`config.mk`:
```
export PLATFORM = sky130hd
export DESIGN_NAME = conv_line_sequencer
export DESIGN_NICKNAME = d
export VERILOG_FILES = /design/src/rtl/conv_pkg.sv /design/src/rtl/conv_tap_buffer.sv /design/src/rtl/conv_line_sequencer.sv
export SDC_FILE = /design/constraint.sdc
export NUM_CORES = 1
export LEC_CHECK = 0
export ABC_AREA = 1
export CORE_MARGIN = 4
export CORE_UTILIZATION = 47
export DETAILED_ROUTE_END_ITERATION = 12
export GPL_ROUTABILITY_DRIVEN = 0
export PLACE_DENSITY = 0.78
export SLEW_MARGIN = 5
export SYNTH_ARGS = -nofsm -noshare
export SYNTH_HDL_FRONTEND = slang
export SYNTH_SLANG_ARGS = --single-unit
```
`constraint.sdc`:
```
create_clock -name i_clk -period 1.8 [get_ports i_clk]
set_input_delay 0.18 -clock i_clk [delete_from_list [all_inputs] [get_ports i_clk]]
set_output_delay 0.18 -clock i_clk [all_outputs]
set_load 0.1 [all_outputs]
```
`src/rtl/conv_pkg.sv`:
```
`default_nettype none
// +-------------------------------------------------------------------+
// | conv_pkg : row geometry, datapath widths and sequencer state type |
// | Rev 1.0                                                           |
// +-------------------------------------------------------------------+
package conv_pkg;

  localparam int c_I_X     = 8;
  localparam int c_I_W     = 8;
  localparam int c_I_PSUM  = 16;
  localparam int c_O_SAT   = 16;
  localparam int c_TAPS    = 5;
  localparam int c_LATENCY = 5;

  typedef enum logic [1:0] {
    LOAD = 2'd0,
    RUN  = 2'd1,
    OUT  = 2'd2
  } seq_state_t;

endpackage
`default_nettype wire

```
`src/rtl/conv_tap_buffer.sv`:
```
`default_nettype none
// +-------------------------------------------------------------------+
// | conv_tap_buffer : TAPS-entry x/w register file, beat-indexed      |
// | write, idx-indexed read that returns 0 past the last tap. Rev 1.0 |
// +-------------------------------------------------------------------+
module conv_tap_buffer
  import conv_pkg::*;
#(
  parameter int I_X  = c_I_X,
  parameter int I_W  = c_I_W,
  parameter int TAPS = c_TAPS,
  parameter int WA_W = 3,
  parameter int RA_W = 3
) (
  input  logic            i_clk,
  input  logic            i_rst,
  input  logic            i_wr_en,
  input  logic [WA_W-1:0] i_wr_addr,
  input  logic [I_X-1:0]  i_wr_x,
  input  logic [I_W-1:0]  i_wr_w,
  input  logic [RA_W-1:0] i_rd_addr,
  output logic [I_X-1:0]  o_rd_x,
  output logic [I_W-1:0]  o_rd_w
);

  logic [I_X-1:0] r_x [TAPS];
  logic [I_W-1:0] r_w [TAPS];

  always_ff @(posedge i_clk) begin
    if (i_rst) begin
      for (int k = 0; k < TAPS; k++) begin
        r_x[k] <= '0;
        r_w[k] <= '0;
      end
    end else if (i_wr_en) begin
      r_x[i_wr_addr] <= i_wr_x;
      r_w[i_wr_addr] <= i_wr_w;
    end
  end

  // Compare-and-select read keeps idx values beyond the last tap at zero.
  always_comb begin
    o_rd_x = '0;
    o_rd_w = '0;
    for (int k = 0; k < TAPS; k++) begin
      if (i_rd_addr == RA_W'(k)) begin
        o_rd_x = r_x[k];
        o_rd_w = r_w[k];
      end
    end
  end

endmodule
`default_nettype wire

```
`src/rtl/conv_line_sequencer.sv`:
```
`default_nettype none
// +-------------------------------------------------------------------+
// | conv_line_sequencer : loads one window of (x,w) pairs, streams it |
// | into the conv row and returns the row result. Rev 1.0             |
// +-------------------------------------------------------------------+
module conv_line_sequencer
  import conv_pkg::*;
#(
  parameter int I_X     = c_I_X,
  parameter int I_W     = c_I_W,
  parameter int I_PSUM  = c_I_PSUM,
  parameter int O_SAT   = c_O_SAT,
  parameter int TAPS    = c_TAPS,
  parameter int LATENCY = c_LATENCY
) (
  input  logic                     i_clk,
  input  logic                     i_rst,
  input  logic                     i_in_valid,
  output logic                     o_in_ready,
  input  logic signed [I_X-1:0]    i_in_x,
  input  logic signed [I_W-1:0]    i_in_w,
  input  logic signed [I_PSUM-1:0] i_in_psum,
  output logic signed [I_X-1:0]    o_x,
  output logic signed [I_W-1:0]    o_w,
  output logic signed [I_PSUM-1:0] o_psum,
  input  logic signed [O_SAT-1:0]  i_line_psum,
  output logic                     o_out_valid,
  input  logic                     i_out_ready,
  output logic signed [O_SAT-1:0]  o_out_data,
  output logic                     o_busy
);

  localparam int c_BEAT_W = (TAPS > 1) ? $clog2(TAPS) : 1;
  localparam int c_IDX_W  = $clog2(LATENCY + 1);

  seq_state_t                r_state;
  seq_state_t                w_state_nxt;
  logic [c_BEAT_W-1:0]       r_beat;
  logic [c_IDX_W-1:0]        r_idx;
  logic signed [I_PSUM-1:0]  r_psum_init;
  logic signed [O_SAT-1:0]   r_out_data;
  logic [I_X-1:0]            w_rd_x;
  logic [I_W-1:0]            w_rd_w;
  logic                      w_accept;
  logic                      w_last_beat;
  logic                      w_run_done;

  assign w_accept    = (r_state == LOAD) && i_in_valid;
  assign w_last_beat = (r_beat == c_BEAT_W'(TAPS - 1));
  assign w_run_done  = (r_idx == c_IDX_W'(LATENCY));
  assign o_out_data  = r_out_data;

  conv_tap_buffer #(
    .I_X  (I_X),
    .I_W  (I_W),
    .TAPS (TAPS),
    .WA_W (c_BEAT_W),
    .RA_W (c_IDX_W)
  ) u_tap_buffer (
    .i_clk     (i_clk),
    .i_rst     (i_rst),
    .i_wr_en   (w_accept),
    .i_wr_addr (r_beat),
    .i_wr_x    (i_in_x),
    .i_wr_w    (i_in_w),
    .i_rd_addr (r_idx),
    .o_rd_x    (w_rd_x),
    .o_rd_w    (w_rd_w)
  );

  always_ff @(posedge i_clk) begin
    if (i_rst) r_state <= LOAD;
    else       r_state <= w_state_nxt;
  end

  always_comb begin
    w_state_nxt = r_state;
    o_in_ready  = 1'b0;
    o_out_valid = 1'b0;
    o_busy      = 1'b0;
    o_x         = '0;
    o_w         = '0;
    o_psum      = '0;
    case (r_state)
      LOAD: begin
        o_in_ready = 1'b1;
        if (i_in_valid && w_last_beat) w_state_nxt = RUN;
      end
      RUN: begin
        o_busy = 1'b1;
        o_x    = w_rd_x;
        o_w    = w_rd_w;
        // The initial partial sum enters the row alongside tap 0 only.
        if (r_idx == '0) o_psum = r_psum_init;
        if (w_run_done) w_state_nxt = OUT;
      end
      OUT: begin
        o_busy      = 1'b1;
        o_out_valid = 1'b1;
        if (i_out_ready) w_state_nxt = LOAD;
      end
      default: w_state_nxt = LOAD;
    endcase
  end

  always_ff @(posedge i_clk) begin
    if (i_rst) begin
      r_beat <= '0;
    end else if (w_accept) begin
      r_beat <= w_last_beat ? '0 : r_beat + c_BEAT_W'(1);
    end else if (r_state == OUT) begin
      r_beat <= '0;
    end
  end

  always_ff @(posedge i_clk) begin
    if (i_rst) begin
      r_idx <= '0;
    end else if ((r_state == RUN) && !w_run_done) begin
      r_idx <= r_idx + c_IDX_W'(1);
    end else begin
      r_idx <= '0;
    end
  end

  always_ff @(posedge i_clk) begin
    if (i_rst) begin
      r_psum_init <= '0;
      r_out_data  <= '0;
    end else begin
      if (w_accept && (r_beat == '0)) r_psum_init <= i_in_psum;
      if ((r_state == RUN) && w_run_done) r_out_data <= i_line_psum;
    end
  end

endmodule
`default_nettype wire

```
==> out/summary.txt <==
Worst Hold End = r_beat[2]$_SDFFE_PP0P_
Crit Reg-Reg Startpoint = r_state[0]$_SDFFE_PP0P_
TritonCTS Buffers = 17
Top post-synthesis cells by area = edfxtp_1, dfxtp_1, inv_1, nor2_1, nand2_1
CTS tree = built
Failing checks = setup timing
Root buffer cell = clkbuf_16
Post-Syn Area = 5600 um2
Vias post-DR = 4,909
Synth cell types = 21
Hold Crit Start = i_rst
Max-slew headroom = 0.713
Mapped Nets = 716
Worst reg2reg path endpoint = u_tap_buffer.r_w[4][5]$_SDFFCE_PN0P_
Min cycle time layout = 2.13 ns
Initial Utilization = 0.484
Crit Path Category = reg -> out
Final Slew Violations = 0
Leak Pwr = 3.43 nW
Initial DRC Count = 357
Hpwl dp = 10,100 um
Max clock buf depth = 2
Die ar. = 13,700 um2
Critical path origin = r_idx[1]$_SDFF_PP0_
Final WL = 16,300 um
CP bufs+invs = 5
Hold-fix buffers, CTS = 0
Die width = 117 um
Nets@finish = 837
Layout Cell Area excl Fill = 8540 um2
Initial antenna violation count = 0
Crit-path max FO = 10
Crit path top cell by count = buf_12
I/O Pins = 103
Critical Path Sink Type = primary output
R2R Setup Slk = 0.10 ns
Drt via density = 5.28
RSZ-0062 raised after global routing = true
Worst Skew = 0.00741 ns
CP required = 1.62 ns
Slew @ Worst Pin = 0.430 ns
Vias in the first global route = 5,140
Critical Path AT = 1.95 ns
# clock sinks = 120
Synthesis Warnings = 0
Sequential share of power = 0.306
Largest net degree at the start of global routing = 33
Comb power frac = 0.394
Dominant cell type by area after synthesis = edfxtp_1
Pwr Total = 11.1 mW
Status = finished, violations left
Row cnt = 39
Peak Freq = 469 MHz
GRT Overall Usage = 0.243
Skew-Pair Late Insertion Delay = 0.41 ns
Avg Cell Area, Syn = 8.58 um2
IO buf count = 102
Max_cap viols = 0
Total gr overflow = 0
Hold Vio Cnt, Final = 0
Worst-path clk slew = 0.05 ns
Cell area power density = 1300 nW/um2
Inserted Diodes = 0
Fin crit share = 1.18
Routed Antenna Nets = 0
Cell internal pwr = 6.91 mW
Gate Count Post-Synth = 653
Worst path max stage delay = 0.35 ns
Pre-Repair DR Iteration Count = 4
CP max stage cell = dfxtp_2
Worst Hold Depth = 2
CP top delay family = buffers and inverters
Layout cells sized above 1 = 0.274
Post-DP Area = 7610 um2
Global-route wire length before repair = 25,000 um
Syn-to-layout area delta = 52.5%
Synth top area share = 0.429
Clock Power Share = 0.300
Final setup vio count = 32
Reg2Reg Depth = 9
Final setup TNS = -8.99 ns
Max H-tree Level = 4
DRC violations left = 0
Place WS = -0.0578 ns
Worst hold path class = in -> reg
Number of synthesized register bits = 120
Final core utilization = 0.739
Worst-path cell chain = inv_2, buf_6, ha_4, buf_12, clkinv_8, nand3_2, nand2_2, nand2_4, a21oi_4, buf_12
Seq/Total Area, Yosys = 0.572
Maximum VDD drop = 0.757 mV
DR WL/cell = 17.5 um
Switch Pwr = 4.15 mW
Die Ht = 117 um
CP startpoint kind = flop
Core box area = 11,600 um2
Sw Share = 0.375
Final Worst Setup Slack = -0.332 ns
stage by stage:
step / instances / hold slack, ns
6_report: 929 / 0.362
5_1_grt: 929 / 0.368
4_1_cts: 929 / 0.359
3_5_place_dp: 882 / 0.435
3_3_place_gp: 882 / 0.422
2_1_floorplan: 653 / 0.249
layer usage:
metal,track usage,wire length (um),vias up
li1,-,-,2328
met1,0.255,5890,2323
met2,0.433,8700,219
met3,0.0828,1170,39
met4,0.122,503,0
met5,0,0,-
cell type report:
class / instances / area (um2)
timing repair buffer: 133 / 1680
fill: 753 / 3020
multi-input combinational: 384 / 2420
tap: 143 / 179
clock inverter: 12 / 134
inverter: 117 / 472
sequential: 120 / 3210
clock buffer: 19 / 433
timing repair inverter: 1 / 8.76
power by group through the flow:
stage                     logic (mW)  registers (mW)  clock network [mW]
final                           4.36            3.39                3.32
after global routing            4.60            3.41                3.45
after CTS                       4.34            3.37                3.31
after detailed placement        4.04            3.42                   0
after global placement          3.94            3.41                   0
after floorplan                 2.81            3.40                   0
worst max path at each step:
stage / endpoint / slack [ns] / depth (start not counted)
after floorplan: o_w[5] / -0.14 / 10
after global placement: o_x[3] / 0.01 / 8
after detailed placement: o_x[3] / -0.06 / 8
after CTS: o_x[5] / -0.37 / 11
after global routing: o_w[6] / -0.41 / 11
final: o_x[3] / -0.33 / 10
Yosys cell counts (all sizes together):
cell / instances
a21oi: 50
buf: 21
clkbuf: 12
dfxtp: 40
edfxtp: 80
ha: 11
inv: 117
nand2: 100
nand3: 42
nor2: 112
o21ai: 67
or2: 1
state kept, by name, summed over array words and instances, names as in the netlist:
register          flops
u_tap_buffer.r_x     40
r_state               2
r_beat                3
r_psum_init          16
o_out_data           16
r_idx                 3
u_tap_buffer.r_w     40
cell families (layout without fill, tap and decap cells):
group | Yosys count | count (layout) | synth area share
AOI/OAI and AO/OA | 117 | 117 | 0.105
and+or+nand+nor | 255 | 256 | 0.190
adders and majority gates | 11 | 11 | 0.0246
DFF | 120 | 120 | 0.572
buffers and inverters | 150 | 282 | 0.109
cells in the final DEF (no fill, tap or decap), types with 6 or more instances in the layout:
cell	synthesis	routed
clkbuf_16	0	18
clkdlybuf4s50_1	0	51
a21oi_4	0	16
nand2_2	3	23
nand2_8	0	6
dfxtp_1	40	36
o21ai_1	0	16
nand2_4	1	7
o21ai_0	67	51
a21oi_1	49	34
nand3_1	38	30
buf_4	4	35
inv_1	115	105
nand2_1	96	65
inv_2	2	7
edfxtp_1	80	80
buf_12	0	40
nor2_1	110	93
nor2_4	2	18
nand3_2	4	7
repair_timing:
| item | in CTS | in global routing |
|---|---|---|
| buffers inserted | 11 | 2 |
| gates resized for setup | 28 | 28 |
| pin swaps | 42 | 19 |
| setup endpoints to repair | 32 | 35 |
| gates cloned | 5 | 1 |
Power figures use the tool's default switching activity.
==> patch 1 (same settings) <==
Set the package constant `c_I_X` to 7 (it was 8).
--- a/src/rtl/conv_pkg.sv
+++ b/src/rtl/conv_pkg.sv
@@ -5,7 +5,7 @@
 // +-------------------------------------------------------------------+
 package conv_pkg;
 
-  localparam int c_I_X     = 8;
+  localparam int c_I_X     = 7;
   localparam int c_I_W     = 8;
   localparam int c_I_PSUM  = 16;
   localparam int c_O_SAT   = 16;
Interface: changed (resized i_in_x and o_x); port bits go from 103 to 101. No check against the original RTL was run, so the function may have changed too.
==> patch 1 against the unedited design <==
The run still ends with setup timing left. Hold slack improved by 0.024 ns. Global-route usage about the same. Wire length is 8.0% lower. Non-clock buffer count fell by 7. Synthesized area is 4.8% lower. Power rose by 0.68%. Cell area decreased by 2.5%. Setup slack gained 0.011 ns. Via count is 6.2% lower. Sequential cell count is 5 lower. Die area decreased by 4.5%. Core utilization grew 2.0 points. Critical path type unchanged. Largest cell class unchanged.
==> patch 1: results (changes against the unedited design) <==
status finished, violations left (unchanged); failing checks setup timing (unchanged); hold path startpoint i_in_psum[2] (was i_rst); final setup violating endpoints 31 (was 32); Largest regs u_tap_buffer.r_w: 40 flops, u_tap_buffer.r_x: 35 flops (was u_tap_buffer.r_w: 40 flops, u_tap_buffer.r_x: 40 flops); Adder-Cell Fraction of Synth Area 2.58% (was 2.46%); NetSw 4.11 mW (was 4.15 mW); CTS resizes 40 (was 28); non-clock inverter count 114 (was 118); met3 routed WL 1100 um (was 1170 um); Seq cells post-synth 115 (was 120); met2 usage 42.3% (was 43.3%); slowest cell on the critical path dfxtp_4 (was dfxtp_2); metal2 WL 7870 um (was 8700 um); first-pass GRT wire length 24300 um (was 25000 um); fill cell count 691 (was 753); WL met1 5510 um (was 5890 um); layout cells sized above 1 28.3% (was 27.4%); syn nets 691 (was 716); worst rel slew slack 75.9% (was 71.3%); nets 804 (was 837); DRT Pass-1 Iters 5 (was 4); register area 3070 um2 (was 3210 um2); critical path startpoint r_idx[0]$_SDFF_PP0_ (was r_idx[1]$_SDFF_PP0_); largest net degree at the start of global routing 43 (was 33); Finished Cell Area 8330 um2 (was 8540 um2); Synth Area in Compound Gates 10.7% (was 10.5%); sequential power 3.25 mW (was 3.39 mW); Setup WS post-layout -0.321 ns (was -0.332 ns); Detailed Route Iter0 Violations 405 (was 357); sequential area share after synthesis 57.3% (was 57.2%); CP max stage delay 0.39 ns (was 0.35 ns); drt total wl 15000 um (was 16300 um); DIE AREA 13100 um2 (was 13700 um2); Layout clock area frac 7.86% (was 6.64%); via count 4603 (was 4909)
==> patch 1: metrics by stage <==
stage | worst slack [ns] | hold slack (ns) | cells | TNS (ns)
after floorplan | -0.155 | 0.249 | 629 | -3.09
after global placement | 0.106 | 0.426 | 854 | 0
after detailed placement | 0.00413 | 0.434 | 854 | 0
after CTS | -0.321 | 0.369 | 897 | -9.60
after global routing | -0.398 | 0.387 | 895 | -11.10
final | -0.321 | 0.385 | 895 | -8.57
==> patch 1: worst max-delay path by stage <==
stage / to / slack (ns) / cells past startpoint
6_report: o_w[5] / -0.32 / 8
5_1_grt: o_x[3] / -0.40 / 10
4_1_cts: o_psum[14] / -0.32 / 10
3_5_place_dp: u_tap_buffer.r_w[3][6]$_SDFFCE_PN0P_ / 0.004 / 8
3_3_place_gp: o_w[5] / 0.11 / 9
2_1_floorplan: o_x[5] / -0.15 / 10
==> patch 2 (same settings) <==
Without the edit above. Re-encode `seq_state_t` (3 states) as one-hot, 3 bits wide.
--- a/src/rtl/conv_pkg.sv
+++ b/src/rtl/conv_pkg.sv
@@ -12,10 +12,10 @@
   localparam int c_TAPS    = 5;
   localparam int c_LATENCY = 5;
 
-  typedef enum logic [1:0] {
-    LOAD = 2'd0,
-    RUN  = 2'd1,
-    OUT  = 2'd2
+  typedef enum logic [2:0] {
+    LOAD = 3'b001,
+    RUN  = 3'b010,
+    OUT  = 3'b100
   } seq_state_t;
 
 endpackage
Function: no difference found for any inputs over 10 cycles, from zero or initial values and one cycle with i_rst high; not proved beyond that.
==> patch 2 against the unedited design <==
The run still ends with setup timing left. Critical endpoint is now o_x[6]. Sequential share of layout area shrank 0.83 points. Fmax increased by 0.46%. Sequential cell count is 1 higher. Via count up 2.2%. Synthesized area grew 1.7%. Cell area grew 3.1%. Setup slack gained 0.0097 ns. Wire length shrank 4.1%. Final cell count rose by 2.6%. Highest routed layer unchanged. Critical path type unchanged.
Power is not compared: it rests on default switching activity, and its combinational part moved more than twofold at a synthesized area within 25%.
==> patch 2: results (changes against the unedited design) <==
Fin Setup TNS -8.04 ns (was -8.99 ns); metal2 WL 7630 um (was 8700 um); comb_multi_in 434 (was 384); CP max stage delay 0.37 ns (was 0.35 ns); via count 5018 (was 4909); count of cell types in the netlist 25 (was 21); Hold Path Depth 3 (was 2); Adder-Cell Fraction of Synth Area 1.54% (was 2.46%); hpwl dp 10400 um (was 10100 um); vias in the first global route 5144 (was 5140); most common cell in the netlist nor2_1 (was inv_1); sequential cell area share 36.8% (was 37.6%); Post-synth top cells 186 x nor2_1, 120 x nand2_1, 80 x edfxtp_1, 80 x inv_1, 63 x o21ai_0 (was 115 x inv_1, 110 x nor2_1, 96 x nand2_1); failing checks setup timing (unchanged); slowest cell on the critical path dfxtp_4 (was dfxtp_2); status finished, violations left (unchanged); hold path startpoint i_line_psum[9] (was i_rst); final clock skew 0.00885 ns (was 0.00741 ns); first-pass GRT wire length 25500 um (was 25000 um); final setup violating endpoints 32 (unchanged); syn nets 730 (was 716); Cells after Synth 671 (was 653); reg2reg end o_out_data[15]$_SDFFE_PP0P_ (was u_tap_buffer.r_w[4][5]$_SDFFCE_PN0P_); reg2reg setup slack 0.07 ns (was 0.10 ns); GR Layer Usage met1 26.1% (was 25.5%); nets 856 (was 837); worst-path maximum fanout 8 (was 10); Synth Area in Compound Gates 7.46% (was 10.5%); non-filler cells, final 953 (was 929); met3 routed WL 1680 um (was 1170 um); Setup WS post-layout -0.322 ns (was -0.332 ns); sequential area share after synthesis 56.6% (was 57.2%); WL met1 5820 um (was 5890 um); Layout clock area frac 6.76% (was 6.64%); TritonCTS Sinks 121 (was 120); Cells after DPL 908 (was 882); critical path endpoint o_x[6] (was o_x[3]); Critical R2R Launch r_idx[1]$_SDFF_PP0_ (was r_state[0]$_SDFFE_PP0P_)
-- patch 2: cell types whose count changed in the layout (fill, tap and decap cells not counted), sizes merged, moves of 9 or more --
cell / before / now
nand3: 42 / 24
nor2: 112 / 192
a21oi: 50 / 20
nand2: 101 / 120
clkbuf: 20 / 29
inv: 115 / 82
-- patch 2: metrics by stage --
step | hold WS (ns) | worst slack, ns | instance area, um2
CTS | 0.345 | -0.328 | 8760
global route | 0.358 | -0.411 | 8810
finish | 0.360 | -0.322 | 8810
global placement | 0.475 | 0.0149 | 7800
floorplan | 0.315 | -0.140 | 6220
detailed placement | 0.480 | -0.0143 | 7800
-- patch 2: what timing repair did --
item,4_1_cts,5_1_grt
hold buffers,0,0
gates cloned,4,1
endpoints found under the setup margin,33,48
resized for setup,50,21
setup buffers,10,1
pin swaps,52,19
hold endpoints to repair,0,0
